**src/rtl/wb_port_arbiter.sv**
```systemverilog
// Register-file write-port arbiter: pipeline writeback always wins, one aux result
// is buffered until a free slot appears, and a stall is requested if it starves.
module wb_port_arbiter #(
    parameter int ADDR_W   = 5,
    parameter int DATA_W   = 32,
    parameter int MAX_WAIT = 4
) (
    input  logic              clk,
    input  logic              rst,
    input  logic [ADDR_W-1:0] wb_wd,
    input  logic [DATA_W-1:0] wb_wdata,
    input  logic              wb_wreg,
    input  logic              aux_valid,
    input  logic [ADDR_W-1:0] aux_wd,
    input  logic [DATA_W-1:0] aux_wdata,
    output logic              aux_ready,
    output logic              rf_we,
    output logic [ADDR_W-1:0] rf_waddr,
    output logic [DATA_W-1:0] rf_wdata,
    output logic              stall_req
);

    typedef enum logic [1:0] {
        IDLE  = 2'd0,
        PEND  = 2'd1,
        FORCE = 2'd2
    } state_t;

    localparam logic [3:0] MAX_CNT = 4'(MAX_WAIT);

    state_t            state;
    logic [3:0]        wait_cnt;
    logic [ADDR_W-1:0] buf_wd;
    logic [DATA_W-1:0] buf_wdata;

    logic              slot_busy;
    logic              xfer;
    logic              sel_we;
    logic [ADDR_W-1:0] sel_addr;
    logic [DATA_W-1:0] sel_data;

    // A pipeline write to r0 is architecturally a no-op, so it leaves the slot free.
    assign slot_busy = wb_wreg && (wb_wd != '0);
    assign aux_ready = (state == IDLE) && rst;
    assign xfer      = aux_valid && aux_ready;

    // NOTE: every output of a combinational block gets a default first so no latch is inferred.
    always_comb begin
        sel_we   = 1'b0;
        sel_addr = wb_wd;
        sel_data = wb_wdata;
        if (slot_busy) begin
            sel_we = 1'b1;
        end else if (state != IDLE) begin
            sel_we   = (buf_wd != '0);
            sel_addr = buf_wd;
            sel_data = buf_wdata;
        end else if (xfer) begin
            sel_we   = (aux_wd != '0);
            sel_addr = aux_wd;
            sel_data = aux_wdata;
        end
    end

    // NOTE: sequential state uses non-blocking assignments so every register sees pre-edge values.
    always_ff @(posedge clk) begin
        if (!rst) begin
            state     <= IDLE;
            wait_cnt  <= '0;
            rf_we     <= 1'b0;
            rf_waddr  <= '0;
            rf_wdata  <= '0;
            stall_req <= 1'b0;
        end else begin
            rf_we     <= sel_we;
            if (sel_we) begin
                rf_waddr <= sel_addr;
                rf_wdata <= sel_data;
            end
            // Lags FORCE by one edge: raised the cycle after entry, dropped the cycle after drain.
            stall_req <= (state == FORCE);

            case (state)
                IDLE: begin
                    if (xfer && slot_busy) begin
                        wait_cnt <= 4'd1;
                        state    <= (MAX_WAIT == 1) ? FORCE : PEND;
                    end
                end
                PEND, FORCE: begin
                    if (!slot_busy) begin
                        wait_cnt <= '0;
                        state    <= IDLE;
                    end else begin
                        if (wait_cnt < MAX_CNT)
                            wait_cnt <= wait_cnt + 4'd1;
                        if (wait_cnt >= MAX_CNT - 4'd1)
                            state <= FORCE;
                    end
                end
                default: state <= IDLE;
            endcase
        end
    end

    // NOTE: the buffer payload has no reset; it is only read while state says it is valid.
    always_ff @(posedge clk) begin
        if (state == IDLE && xfer && slot_busy) begin
            buf_wd    <= aux_wd;
            buf_wdata <= aux_wdata;
        end
    end

endmodule

```
**config.mk**
```make
export PLATFORM = sky130hd
export DESIGN_NAME = wb_port_arbiter
export DESIGN_NICKNAME = d
export VERILOG_FILES = /design/src/rtl/wb_port_arbiter.sv
export SDC_FILE = /design/constraint.sdc
export NUM_CORES = 1
export LEC_CHECK = 0
export ABC_CLOCK_PERIOD_IN_PS = 3700
export BUFFER_PORTS_ARGS = -buffer_cell sky130_fd_sc_hd__buf_2
export CORE_ASPECT_RATIO = 1.75
export CORE_MARGIN = 5
export CORE_UTILIZATION = 53
export DETAILED_ROUTE_END_ITERATION = 7
export PLACE_DENSITY = 0.81
export SYNTH_ARGS = -nofsm -noshare
export SYNTH_HDL_FRONTEND = slang
export SYNTH_SLANG_ARGS = --single-unit
```
**constraint.sdc**
```tcl
create_clock -name clk -period 3.7 [get_ports clk]
set_clock_uncertainty 0.2 [all_clocks]
set_input_delay 0.555 -clock clk [delete_from_list [all_inputs] [get_ports clk]]
set_output_delay 0.555 -clock clk [all_outputs]
set_load 0.1 [all_outputs]
```
==> impl_results.md <==
- Outcome: completed
- Worst Setup EP: rf_wdata[2]
- HP Class: in2reg
- Commonest non-fill, non-tap cell in the layout: buf_2
- # fillers: 696
- Crit end category: flop
- Antenna diode count: 0
- Die width: 79.7 um
- Vias: 4580
- Reg power frac: 0.375
- Final max-slew violation count: 0
- Worst slew pin tran: 1.13 ns
- Hold_buf cts: 0
- Startpoint Class: flop
- Mapped cell area: 4500 um2
- Netlist cell types: 42
- Avg WL per Cell: 19.0 um
- Die Area: 10500 um2
- Fmax: 381 MHz
- Core Area: 8310 um2
- Worst slew margin: 0.243
- R2R cell count: 6
- P_sw: 0.944 mW
- Cells after synthesis: 509
- R2R Path End: rf_wdata[2]
- CTS Sinks: 82
- Register area share after synthesis: 0.447
- Vias/cell: 6.37
- Drt initial violations: 561
- CP Class: reg2reg
- Mapped Nets: 590
- Final count of hold timing violations: 0
- Cts bufs inserted: 9
- CTS resizes: 0
- First-pass DRT Iterations: 5
- Initial Utilization: 0.542
- Layout overhead on the synthesized area: 21.3%
- Power share of the clock group: 0.365
- Setup tns final: 0 ns
- Post-DP Area: 5120 um2
- Dpl hpwl: 8890 um
- CTS max path bufs: 2
- Pwr Density: 507 nW/um2
- Unrepaired setup endpoints after global routing: false
- Vias in the first global route: 4590
- Nets: 680
- CTS tree: yes
- Initial antenna violation count: 0
- # IOs: 118
- Critical path peak fanout: 43
- # setup viols final: 0
- Synth Warn #: 0
- Postcts setup bufs: 0
- Root buf cell: clkbuf_16
- Clk Latency, worst-skew pair: 0.34 ns
- Final WL: 13600 um
- GRT overflow: 0
- Sequential cell area: 2010 um2
- Final ANT Viol Nets: 0
- RR Startpoint: state[0]
- CP Data Arrival Time: 2.70 ns
- Area taken by multi-input logic gates: 2270 um2
- Fin area: 5460 um2
- DRC viols: 0
- R2R setup slack: 1.08 ns
- Yosys reg bits: 82
- Layout cells sized above 1: 0.268
- IO Port Bufs: 117
- Row count: 44
- Comb power frac: 0.260
- Mean Syn Cell Area: 8.85 um2
- Critical path origin: state[0]
- Largest net degree at the start of global routing: 74
- Switch share: 0.341
- Commonest non-fill, non-tap cells in the layout: buf_2, a21oi_1, o21ai_0, dfxtp_1, nor2_1
- Max-cap violations: 0
- Worst-path clk slew: 0.07 ns
- Tcrit/Tclk final: 0.709
- CTS H-tree lvls: 3
- Worst EP required: 3.78 ns
- Worst VDD drop: 0.000322 V
- Total GRT Usage: 0.257
- Gp weighted congestion: 0.903
- Die height: 132 um
- Int Pwr: 1.82 mW
- Leak pwr: 2.08 nW
- Final min period: 2.62 ns
- First-pass GRT wire length: 21500 um
## metrics by stage
step | utilization | cells | hold WS (ns) | total power, mW | setup WS (ns)
6_report | 0.657 | 719 | 0.204 | 2.77 | 1.08
5_1_grt | 0.657 | 719 | 0.202 | 2.86 | 0.951
4_1_cts | 0.657 | 719 | 0.195 | 2.77 | 1.08
3_5_place_dp | 0.616 | 703 | 0.251 | 1.77 | 0.792
3_3_place_gp | 0.616 | 703 | 0.244 | 1.76 | 0.853
2_1_floorplan | - | 509 | 0.243 | 1.61 | 0.204
## area by class of cell
cell class / instances / share of cell area
clock buffers: 13 / 0.0557
clock inverters: 3 / 0.00733
inverters: 6 / 0.00412
multi-input cells: 372 / 0.416
flip-flops and latches: 82 / 0.368
well taps: 115 / 0.0263
repair buffers: 128 / 0.122
## cell families (layout without fill, tap and decap cells)
kind of cell    after synthesis  after routing  share of synthesized area
flops                        82             82                      0.447
buf+inv                      55            150                     0.0570
fa+ha+maj                     3              3                    0.00834
simple gates                173            173                      0.214
mux                           1              1                    0.00222
compound gates              195            195                      0.272
## worst min path at each step
stage | from | end | slack (ns) | cells past startpoint
global placement | rf_wdata[4] | rf_wdata[4] | 0.24 | 1
global route | aux_wdata[22] | buf_wdata[22] | 0.20 | 1
CTS | aux_wdata[22] | buf_wdata[22] | 0.19 | 1
detailed placement | rf_wdata[8] | rf_wdata[8] | 0.25 | 1
floorplan | wait_cnt[3] | wait_cnt[3] | 0.24 | 2
finish | aux_wdata[22] | buf_wdata[22] | 0.20 | 1
## power groups by stage
stage / combinational, mW / sequential, mW / clock [mW]
4_1_cts: 0.717 / 1.04 / 1.02
5_1_grt: 0.755 / 1.04 / 1.06
6_report: 0.720 / 1.04 / 1.01
3_5_place_dp: 0.714 / 1.06 / 0
3_3_place_gp: 0.703 / 1.05 / 0
2_1_floorplan: 0.241 / 1.37 / 0
## sequential cells by signal, summed over array words and instances, names as in the netlist
name	count
buf_wd	5
buf_wdata	32
rf_waddr	5
rf_wdata	32
rf_we	1
stall_req	1
state	2
wait_cnt	4
## cell usage after synthesis
cell type | instances | area [um2]
o211ai_1 | 2 | 15.0
a21boi_0 | 1 | 7.51
a32o_2 | 1 | 11.3
nor3b_1 | 2 | 15.0
o31ai_1 | 3 | 22.5
a21oi_1 | 69 | 345
o22ai_1 | 1 | 6.26
buf_6 | 5 | 56.3
and4b_2 | 1 | 11.3
buf_2 | 10 | 50.1
dfxtp_1 | 45 | 901
nand3_1 | 2 | 10.0
a31o_2 | 1 | 8.76
or2_2 | 2 | 12.5
inv_1 | 5 | 18.8
a22o_2 | 5 | 50.1
nand3b_1 | 32 | 240
clkbuf_1 | 32 | 120
nor2_1 | 47 | 176
clkinv_1 | 1 | 3.75
a21bo_2 | 1 | 10.0
o21ai_0 | 69 | 345
o311a_1 | 1 | 10.0
a32o_1 | 31 | 310
mux2i_1 | 1 | 10.0
and2_1 | 3 | 18.8
o21ai_2 | 1 | 8.76
o32ai_1 | 1 | 8.76
o2bb2ai_1 | 2 | 17.5
nand4_1 | 1 | 6.26
nor4_4 | 1 | 21.3
edfxtp_1 | 37 | 1110
a211oi_1 | 5 | 37.5
nand2_1 | 4 | 15.0
ha_1 | 3 | 37.5
and3_1 | 2 | 12.5
buf_1 | 2 | 7.51
a21oi_2 | 1 | 8.76
nor4_1 | 1 | 6.26
nor3_1 | 41 | 205
nand2b_1 | 1 | 6.26
or3_1 | 33 | 206
## per-layer routing
layer  wire length [um]  GRT usage  up-vias
li1                   -          -     2123
met1               5100      0.289     2149
met2               7030      0.431      257
met3                948     0.0547       51
met4                565      0.162        0
met5                  0          0        -
## critical path, cell delays in order, from the launching register on
cell     delay (ns)
dfxtp_1        0.30
inv_1          0.13
ha_4           0.42
o311a_1        0.33
nor3_1         0.10
nor2_4         0.77
a32o_1         0.30
No activity file was read; power rests on OpenSTA's default activity.
